[config.mk]
export PLATFORM = sky130hd
export DESIGN_NAME = repeated_sub_divider
export DESIGN_NICKNAME = d
export VERILOG_FILES = /design/src/rtl/repeated_sub_divider.sv
export SDC_FILE = /design/constraint.sdc
export NUM_CORES = 1
export LEC_CHECK = 0
export ABC_CLOCK_PERIOD_IN_PS = 2800
export CELL_PAD_IN_SITES_DETAIL_PLACEMENT = 1
export CELL_PAD_IN_SITES_GLOBAL_PLACEMENT = 2
export CORE_MARGIN = 1
export CORE_UTILIZATION = 33
export DETAILED_ROUTE_END_ITERATION = 12
export PLACE_DENSITY_LB_ADDON = 0.05
export SLEW_MARGIN = 30
export SYNTH_ARGS = -nofsm -noshare
export SYNTH_HDL_FRONTEND = slang
export SYNTH_SLANG_ARGS = --single-unit
[constraint.sdc]
create_clock -name SYS_CLOCK -period 2.8 [get_ports SYS_CLOCK]
set_input_delay 0.42 -clock SYS_CLOCK [delete_from_list [all_inputs] [get_ports SYS_CLOCK]]
set_output_delay 0.42 -clock SYS_CLOCK [all_outputs]
set_load 0.03 [all_outputs]
[src/rtl/repeated_sub_divider.sv]
// Unsigned divider by repeated subtraction: IDLE -> SUB (one subtraction per cycle) -> FIN.
// Define DIV_ZERO_FLAG_EN to add DIV_BY_ZERO and accept B=0 as an error case instead of ignoring it.
module repeated_sub_divider #(
  parameter int unsigned DIVIDEND_W = 6,
  parameter int unsigned DIVISOR_W  = 3
) (
  input  logic                  SYS_CLOCK,
  input  logic                  RESET_N,
  input  logic                  START,
  input  logic [DIVIDEND_W-1:0] A,
  input  logic [DIVISOR_W-1:0]  B,
  output logic                  BUSY,
  output logic                  DONE,
  output logic [DIVIDEND_W-1:0] QUOTIENT,
`ifdef DIV_ZERO_FLAG_EN
  output logic [DIVISOR_W-1:0]  REMAINDER,
  output logic                  DIV_BY_ZERO
`else
  output logic [DIVISOR_W-1:0]  REMAINDER
`endif
);

  typedef enum logic [1:0] {StIdle, StSub, StFin} state_e;

  state_e                state_q;
  logic [DIVIDEND_W-1:0] r_acc_q;
  logic [DIVIDEND_W-1:0] q_acc_q;
  logic [DIVISOR_W-1:0]  b_reg_q;
  logic [DIVIDEND_W-1:0] b_ext;
  logic                  start_ok;

  assign b_ext = DIVIDEND_W'(b_reg_q);

`ifdef DIV_ZERO_FLAG_EN
  assign start_ok = START;
`else
  // A zero divisor would never leave SUB, so such a request is simply not accepted.
  assign start_ok = START && (B != '0);
`endif

  always_ff @(posedge SYS_CLOCK or negedge RESET_N) begin
    if (!RESET_N) begin
      state_q     <= StIdle;
      r_acc_q     <= '0;
      q_acc_q     <= '0;
      b_reg_q     <= '0;
      BUSY        <= 1'b0;
      DONE        <= 1'b0;
      QUOTIENT    <= '0;
      REMAINDER   <= '0;
`ifdef DIV_ZERO_FLAG_EN
      DIV_BY_ZERO <= 1'b0;
`endif
    end else begin
      unique case (state_q)
        StIdle: begin
          if (start_ok) begin
            r_acc_q     <= A;
            b_reg_q     <= B;
            q_acc_q     <= '0;
            BUSY        <= 1'b1;
            state_q     <= StSub;
`ifdef DIV_ZERO_FLAG_EN
            DIV_BY_ZERO <= 1'b0;
`endif
          end
        end
        StSub: begin
`ifdef DIV_ZERO_FLAG_EN
          if (b_reg_q == '0) begin
            QUOTIENT    <= '1;
            REMAINDER   <= '0;
            DIV_BY_ZERO <= 1'b1;
            BUSY        <= 1'b0;
            DONE        <= 1'b1;
            state_q     <= StFin;
          end else
`endif
          if (r_acc_q >= b_ext) begin
            // Quotient is bounded by A, so q_acc_q cannot wrap.
            r_acc_q <= r_acc_q - b_ext;
            q_acc_q <= q_acc_q + DIVIDEND_W'(1);
          end else begin
            QUOTIENT  <= q_acc_q;
            REMAINDER <= r_acc_q[DIVISOR_W-1:0];
            BUSY      <= 1'b0;
            DONE      <= 1'b1;
            state_q   <= StFin;
          end
        end
        StFin: begin
          DONE    <= 1'b0;
          state_q <= StIdle;
        end
        default: begin
          BUSY    <= 1'b0;
          DONE    <= 1'b0;
          state_q <= StIdle;
        end
      endcase
    end
  end

endmodule

# Word-level counts from Yosys, hierarchy flattened

Index checks and enable logic that the tools add are counted.

Output and inout bits: 11
Word-level logic and storage cells: 43
Input bits: 12
Flip-flop bits (word level): 28

Eq/ne operators: 5
Reduce and logical (&&, ||, !) cells: 10
Mux-type cells: 14
Add/subtract/negate cells: 2
$lt $le $gt $ge: 1
Bitwise operators: 3

Operator list:

| kind                                                             | count |
|---|---|
| 6-bit two-way mux                                                | 4 |
| 6-bit one-hot mux with 2 select lines                            | 2 |
| 2-bit AND reduction                                              | 4 |
| 6-bit by 1-bit adder with 6-bit output (second input constant)   | 1 |
| 6-bit by 3-bit >= comparator with 1-bit output                   | 1 |
| 2-bit inequality test (second input constant)                    | 3 |
| 3-bit AND reduction                                              | 2 |
| 6-bit by 3-bit subtractor with 6-bit output                      | 1 |
| 2-bit two-way mux                                                | 2 |
| 2-bit one-hot mux with 2 select lines                            | 1 |
| 1-bit two-way mux                                                | 3 |
| 1-bit NOT                                                        | 3 |
| 1-bit one-hot mux with 3 select lines                            | 1 |
| 3-bit nonzero test                                               | 1 |
| 2-bit by 1-bit == test with 1-bit output (second input constant) | 1 |
| 2-bit == test (second input constant)                            | 1 |
| 2-bit zero test                                                  | 1 |
| 1-bit one-hot mux with 2 select lines                            | 1 |
| 2-bit nonzero test                                               | 1 |
| 1-bit logical AND                                                | 1 |

# Depth between registers and ports, before layout

Gate-level depths: netlist (run 1).

Word-level depth: 4
Mapped depth: 10
Mapped depth without buffers: 9

# Worst setup path after synthesis (run 1)

No wires, ideal clock.

Kind: reg2reg
From: register r_acc_q[0]
To: register r_acc_q[3]
Stages on the path, launching flop included: 10
Arrival: 2.029 ns
Path slack: 0.642 ns
Data required time: 2.671 ns
Clock period less this slack: 2.158 ns
Cells stage by stage: dfrtp_1 inv_1 ha_1 inv_1 fa_1 a211o_1 o41a_4 nor2_4 buf_6 o21ai_0

Word-level cells in the longest chain between the ends: 3
Elaborated cells between the ends (all ways): 6
Those cells by class: add/sub: 1; order compare: 1; eq/ne: 1; mux: 2; reduce/logical: 1

Ends and longest elaborated chain:

| element                                                                                                       | line   | text |
|---|---|---|
| from (decl)                                                                                                   | 26     | `logic [DIVIDEND_W-1:0] r_acc_q;` |
| from (signal assigned)                                                                                        | 81     | `r_acc_q <= r_acc_q - b_ext;` |
| 6-bit by 3-bit subtractor with 6-bit output or 6-bit by 3-bit >= comparator with 1-bit output (tied branches) | 81, 79 |  |
| 6-bit two-way mux or 2-bit inequality test (tied branches)                                                    | --     |  |
| 6-bit one-hot mux with 2 select lines or 3-bit AND reduction (tied branches)                                  | --     |  |

Several ways; a longest one is shown, not always the timed one. The select of a mux whose other input is x is not followed.
A chain may end at the register's enable or synchronous reset.

# Worst setup path after layout (run 1)

From: register r_acc_q[0]
To: register QUOTIENT[3]

Word-level cells in the longest chain between the ends: 3

Ends and longest elaborated chain:

| element                                        | line | text |
|---|---|---|
| 6-bit by 3-bit >= comparator with 1-bit output | 79   | `if (r_acc_q >= b_ext) begin` |
| 1-bit NOT (no source line)                     | --   |  |
| 2-bit AND reduction (no source line)           | --   |  |
| to (signal assigned)                           | 84   | `QUOTIENT <= q_acc_q;` |
| to (decl)                                      | 14   | `output logic [DIVIDEND_W-1:0] QUOTIENT,` |

No other way between the ends.

==> metrics.cfg, run 1 <==
[pwr]
seqPwrFrac_pct = 34.4
p_int_mw = 1.18
p_comb_share_pct = 53.8
ir_drop_v = 0.000534
p_clk_share_pct = 11.7
power_switching_mw = 0.924
cellPowerDensity_mw_per_mm2 = 1250
sw_frac_of_total_pct = 43.8
p_leak_nw = 0.758

[synth]
synth-edff-count = 0
yosysSeqAreaShare_pct = 51.7
ys_types = 34
syn-num-nets = 145
synth_seq_cells = 28
syn_area_per_cell_um2 = 10.6
yosys_warnings = 0
synth-main-ff-cell = dfrtp_1
syn_area_mm2 = 0.00136
synthArstFlopShare_pct = 100
syn_inst = 128

[critical_path]
critPathMaxFanout = 13
r2r-end = QUOTIENT[3]
worst_setup_path_end_kind = flip-flop
required_ns = 2.96
start_kind = flip-flop
rrSetupSlack_ns = 0.34
worstPathArrival_ns = 2.62
r2r_start = r_acc_q[0]
criticalPathCategory = flip-flop to flip-flop
ff2ff_path_depth = 8

[routing]
dr.first_iter.drc_count = 16
postRouteAntennaNets = 0
drc_errors = 0
drt_first_pass_iters = 3
avgRoutedWirePerCell_um = 15.2
detail_route.wirelength_um = 3050
num_vias = 1012
viasPerCell = 5.06

[timing]
max_freq_ghz = 0.406
finalHoldWorstSlack_ns = 0.505
worst_slew_pin_slew_ns = 0.694
finalClockSkew_ns = 0.00494
finalCritPeriodShare_pct = 88.0
slew_headroom_pct = 53.6
totalNegativeSetupSlack_ns = 0
setup_violations = 0
slew_viol_final = 0
post-route-min-period_ns = 2.46
hold_viol = 0
rsz0062_at_grt = no
setup_ws_ns = 0.336

[cts]
insertion_delay_ns = 0.27
cts.clk_slew.worst_paths_ns = 0.09
cts_tree = built
cts_sinks = 28
post_cts_resize_count = 0
h-tree-depth = 1
cts_root_buf = clkbuf_8
clock_path_buffers = 2
numCtsBuffers = 3
cts_setup_buffers = 0
cts_hold_buf = 0

[worst_hold_path]
hold_end = QUOTIENT[4]
hold_path_depth = 1
min_path_type = flip-flop to flip-flop
holdCritStartpoint = QUOTIENT[4]

[floorplan]
start_util_pct = 35.7
die_width_um = 66.1
coreArea_mm2 = 0.00380
dieArea_mm2 = 0.00437
num_rows = 22
ios = 23
fp.dieH_um = 66.1

[global_route]
globalRoute.totalOverflow = 0
grt_pass1_wl_um = 5220
grt_pass1_vias = 1115
grt_usage_pct = 16.1
grt_antenna_before_repair = 0
grt_max_degree = 29

[cells_and_area]
drive_above_1_share_pct = 9.87
fill_cells = 427
area_growth_syn_to_layout_pct = 24.3
fin_util_pct = 44.3
diodes = 0
nets = 170
multi_input_area_um2 = 584
seqCellArea_um2 = 701

[place]
port_buffers = 22
post-place-ws_ns = 0.329
dp_hpwl_um = 2330
place.gp.congestion = 0.798

[flow_run]
cap_violations = 0

[run_status]
outcome = completed

-- power groups by stage --
stage               registers, mW  clock network [mW]  logic, mW
floorplan                   0.830                   0      0.693
detailed placement          0.736                   0       1.15
global route                0.752               0.273       1.28
finish                      0.726               0.247       1.14
CTS                         0.728               0.258       1.16
global placement            0.728                   0       1.11
-- placed cells by master (no fill, tap or decap), drive strengths merged --
cell            n
a31oi           1
o41a            1
nand3           2
xor2            2
nor3            5
o41ai           1
or3             1
dfrtp          28
a211o           1
inv            11
ha              4
fa              1
nor2b           2
and2            1
nand4           1
o31ai           1
nor2           10
a22oi           1
buf             3
a221oi          1
xnor2           2
clkdlybuf4s50  22
clkbuf          4
a21oi           5
o21ai          16
nor4b           1
mux2i           2
and4b           1
nand2b          1
nand2          12
mux2            8
-- metrics by stage --
step           area [µm²]  power (mW)  cells
2_1_floorplan        1360        1.52    128
3_3_place_gp         1630        1.84    196
3_5_place_dp         1630        1.89    196
4_1_cts              1680        2.14    200
5_1_grt              1680        2.30    200
6_report             1680        2.11    200
-- sequential cells by signal, indices dropped and copies added, names as in the netlist --
signal,flops
BUSY,1
DONE,1
QUOTIENT,6
REMAINDER,3
b_reg_q,3
q_acc_q,6
r_acc_q,6
state_q,2
-- cell families (layout without fill, tap and decap cells) --
logic type,count (synthesis),in the layout,share of synthesized area [%]
adders and majority gates,5,5,5.17
buffers and inverters,16,40,5.17
and+or+nand+nor,37,37,13.9
AOI/OAI and AO/OA,28,28,13.4
xor gates and xnor gates,4,4,2.59
muxes,10,10,8.13
DFF,28,28,51.7
-- cell usage after synthesis, drive strengths merged, types with 2 or more instances --
cell / n / area share, %
nor2b: 2 / 0.92
xnor2: 2 / 1.3
xor2: 2 / 1.3
nor2: 10 / 3.3
ha: 4 / 3.7
buf: 3 / 1.6
mux2: 8 / 6.6
a21oi: 5 / 1.8
mux2i: 2 / 1.5
clkbuf: 2 / 0.55
o21ai: 16 / 5.9
nand3: 2 / 0.74
nor3: 5 / 1.8
dfrtp: 28 / 52
inv: 11 / 3.0
nand2: 12 / 3.3
-- worst max-delay path by stage --
stage               start           to  slack [ns]  cells after the start
2_1_floorplan  r_acc_q[0]   r_acc_q[3]        0.64                      9
3_3_place_gp   r_acc_q[0]  QUOTIENT[2]        0.45                      8
3_5_place_dp   r_acc_q[0]  QUOTIENT[0]        0.33                      8
4_1_cts        r_acc_q[0]  QUOTIENT[3]        0.31                      8
5_1_grt        r_acc_q[0]  QUOTIENT[3]        0.15                      8
6_report       r_acc_q[0]  QUOTIENT[3]        0.34                      8
-- critical path, stage by stage, from the launching register on --
cell	delay [ns]
dfrtp_1	0.39
inv_1	0.08
ha_1	0.17
inv_1	0.06
fa_1	0.40
a211o_1	0.35
nor2_1	0.12
nand2_1	0.34
mux2_1	0.44
-- layout make-up --
| class | instances | share of cell area [%] |
|---|---|---|
| Clock buffer | 4 | 3.27 |
| Sequential cell | 28 | 41.6 |
| Tap cell | 48 | 3.57 |
| Timing Repair Buffer | 25 | 14.4 |
| Multi-Input combinational cell | 84 | 34.7 |
| Inverter | 11 | 2.45 |
-- layer usage --
| layer | vias up | track usage (%) | wire (µm) |
|---|---|---|---|
| met4 | 0 | 6.38 | 24 |
| met5 | - | 0 | 0 |
| met2 | 15 | 26.9 | 1510 |
| met3 | 2 | 2.07 | 80 |
| li1 | 489 | - | - |
| met1 | 506 | 21.1 | 1430 |
Power figures use the tool's default switching activity.
==> run 2: changes to the inputs <==
--- a/config.mk
+++ b/config.mk
@@ -5,7 +5,7 @@
 export SDC_FILE = /design/constraint.sdc
 export NUM_CORES = 1
 export LEC_CHECK = 0
-export ABC_CLOCK_PERIOD_IN_PS = 2800
+export ABC_CLOCK_PERIOD_IN_PS = 2500
 export CELL_PAD_IN_SITES_DETAIL_PLACEMENT = 1
 export CELL_PAD_IN_SITES_GLOBAL_PLACEMENT = 2
 export CORE_MARGIN = 1
==> constraint.sdc (replaced) <==
create_clock -name SYS_CLOCK -period 2.5 [get_ports SYS_CLOCK]
set_input_delay 0.375 -clock SYS_CLOCK [delete_from_list [all_inputs] [get_ports SYS_CLOCK]]
set_output_delay 0.375 -clock SYS_CLOCK [all_outputs]
set_load 0.03 [all_outputs]
==> run 2 against run 1 <==
Net effect:
- clock power grew 44%
- critical endpoint is now r_acc_q[3]
- routed wire length grew 0.82%
- sequential cell count is the same
- sequential share of layout area shrank 1.2 points
- total power grew 19%
- non-clock buffer count grew 3
- clock skew grew 0.0018 ns
- worst hold slack lost 0.032 ns
- largest power group unchanged
==> metrics.cfg, run 2 (synthesis results as in run 1) <==
[critical_path]
worstPathArrival_ns = 2.54  ; -0.08 ns
ff2ff_path_depth = 9  ; +1
r2r-end = r_acc_q[3]
cp_slowest_stage_delay_ns = 0.43  ; about the same
critPathMaxFanout = 7  ; -6
crit_cells = 9  ; +1
rrSetupSlack_ns = 0.15  ; -0.18 ns
required_ns = 2.70  ; -0.26 ns
worst_setup_path_end_kind = flip-flop
start_kind = flip-flop
path_cells = inv_1, ha_1, inv_1, fa_1, a211o_1, o41a_4, nor2_4, o21ai_1, o21ai_0
cp_common_cell = inv_1
crit_family = compound AO/OA/AOI/OAI gates
path_buf_inv = 2  ; unchanged
r2r_start = r_acc_q[0]
criticalPathCategory = flip-flop to flip-flop
critical_path.slowest_cell = o41a_4

[timing]
post-route-min-period_ns = 2.35  ; -0.119 ns
finalClockSkew_ns = 0.00675  ; +0.00181 ns
totalNegativeSetupSlack_ns = 0  ; unchanged
max_freq_ghz = 0.426  ; +5.1%
worst_slew_pin_slew_ns = 0.472  ; -0.223 ns
finalHoldWorstSlack_ns = 0.473  ; -0.0318 ns
rsz0062_at_grt = no
finalCritPeriodShare_pct = 93.8  ; +5.8 points
setup_violations = 0  ; unchanged
slew_headroom_pct = 68.5  ; +15 points
hold_viol = 0  ; unchanged
setup_ws_ns = 0.154  ; -0.181 ns
slew_viol_final = 0  ; unchanged

[cts]
cts_sinks = 28  ; unchanged
numCtsBuffers = 3  ; unchanged
clock_path_buffers = 2  ; unchanged
insertion_delay_ns = 0.28  ; about the same
h-tree-depth = 1  ; unchanged
cts_root_buf = clkbuf_8
cts.clk_slew.worst_paths_ns = 0.10  ; about the same
cts_tree = built

[pwr]
p_comb_share_pct = 53.5  ; -0.3 points
cellPowerDensity_mw_per_mm2 = 1440  ; +15%
power.total_mw = 2.50  ; +19%
sw_frac_of_total_pct = 42.4  ; -1.4 points
p_leak_nw = 0.780  ; +3.0%
power_switching_mw = 1.06  ; +15%
seqPwrFrac_pct = 32.3  ; -2.1 points
p_int_mw = 1.44  ; +22%
p_clk_share_pct = 14.2  ; +2.5 points
ir_drop_v = 0.000489  ; -8.5%

[place]
placed_area_mm2 = 0.00165  ; +1.4%
post-place-ws_ns = 0.0819  ; -0.247 ns
port_buffers = 22  ; unchanged
placed_cells = 199  ; +1.5%
place.gp.congestion = 0.780  ; -2.3%
dp_hpwl_um = 2270  ; -2.3%

[global_route]
globalRoute.totalOverflow = 0  ; unchanged
grt_max_degree = 29  ; unchanged
grt_usage_pct = 16.0  ; -0.12 points
grt_pass1_wl_um = 5260  ; +0.92%
grt_pass1_vias = 1135  ; +1.8%
grt_antenna_before_repair = 0  ; unchanged

[cells_and_area]
diodes = 0  ; unchanged
final_common_cell = dfrtp_1
drive_above_1_share_pct = 12.2  ; +2.3 points
nets = 174  ; +2.4%
largestRegisters = QUOTIENT x6, q_acc_q x6, r_acc_q x6
fin_util_pct = 45.7  ; +1.3 points
finalInstanceArea_mm2 = 0.00173  ; +3.0%
instances_no_fill = 204  ; +2.0%
fill_cells = 435  ; +1.9%
layout_common_cells = 28 x dfrtp_1, 22 x clkdlybuf4s50_1, 12 x nand2_1, 12 x o21ai_0, 11 x inv_1
area_growth_syn_to_layout_pct = 28.0

[run_status]
outcome = completed

[routing]
drt_first_pass_iters = 4  ; +1
detail_route.wirelength_um = 3070  ; +0.82%
drc_errors = 0  ; unchanged
postRouteAntennaNets = 0  ; unchanged
avgRoutedWirePerCell_um = 15.0  ; -1.2%
dr.first_iter.drc_count = 43  ; +27
num_vias = 1018  ; +0.59%
viasPerCell = 4.99  ; -1.4%

[floorplan]
coreArea_mm2 = 0.00380  ; unchanged
start_util_pct = 35.7  ; unchanged
fp.dieH_um = 66.1  ; unchanged
dieArea_mm2 = 0.00437  ; unchanged
num_rows = 22  ; unchanged
die_width_um = 66.1  ; unchanged
ios = 23  ; unchanged

[worst_hold_path]
min_path_type = input port to asynchronous set/reset pin

[flow_run]
cap_violations = 0  ; unchanged

## run 2: changes by cell type in the layout (fill, tap and decap cells not counted), sizes merged
cell and change:
buf +3, nor2 +1, bufinv +1, clkbuf -1
## run 2: layout make-up
| class | instances | area, µm² | area share [%] |
|---|---|---|---|
| clock buffers | 3 | 41.3 | 2.38 |
| clock inverters | 1 | 30.0 | 1.73 |
| inverters | 11 | 41.3 | 2.38 |
| multi-input cells | 85 | 596 | 34.3 |
| flip-flops and latches | 28 | 701 | 40.4 |
| well taps | 48 | 60.1 | 3.46 |
| repair buffers | 28 | 265 | 15.3 |
## run 2: power groups by stage
stage / registers, mW / clock network, mW / logic, mW
final: 0.808 / 0.356 / 1.34
after detailed placement: 0.820 / 0 / 1.31
after global placement: 0.814 / 0 / 1.27
after CTS: 0.812 / 0.373 / 1.31
after global routing: 0.841 / 0.387 / 1.51
after floorplan: 0.929 / 0 / 0.776
## run 2: worst max-delay path by stage
| stage | start | end | slack (ns) |
|---|---|---|---|
| detailed placement | r_acc_q[0] | r_acc_q[3] | 0.08 |
| finish | r_acc_q[0] | r_acc_q[3] | 0.15 |
| global placement | r_acc_q[0] | r_acc_q[5] | 0.19 |
| global route | r_acc_q[0] | r_acc_q[5] | 0.01 |
| floorplan | r_acc_q[0] | r_acc_q[3] | 0.34 |
| CTS | r_acc_q[0] | r_acc_q[3] | 0.05 |
## run 2: metal layers
metal / track usage, % / wire (µm) / up-vias
met3: 3.97 / 121 / 2
met5: 0 / 0 / -
li1: - / - / 493
met2: 27.4 / 1490 / 20
met4: 3.46 / 8 / 0
met1: 20.3 / 1450 / 503
## run 2: what timing repair did
action / CTS / global route
hold endpoints to repair: 0 / 0
resized for setup: 0 / 3
setup endpoints to repair: 0 / 6
buffers inserted: 0 / 0
hold buffers: 0 / 0
==> run 3: changes to the inputs <==
--- a/config.mk
+++ b/config.mk
@@ -12,7 +12,6 @@
 export CORE_UTILIZATION = 33
 export DETAILED_ROUTE_END_ITERATION = 12
 export PLACE_DENSITY_LB_ADDON = 0.05
-export SLEW_MARGIN = 30
 export SYNTH_ARGS = -nofsm -noshare
 export SYNTH_HDL_FRONTEND = slang
 export SYNTH_SLANG_ARGS = --single-unit
==> results of run 3 <==
Same layout as run 2: the final DEF is identical, and so are final timing and power.
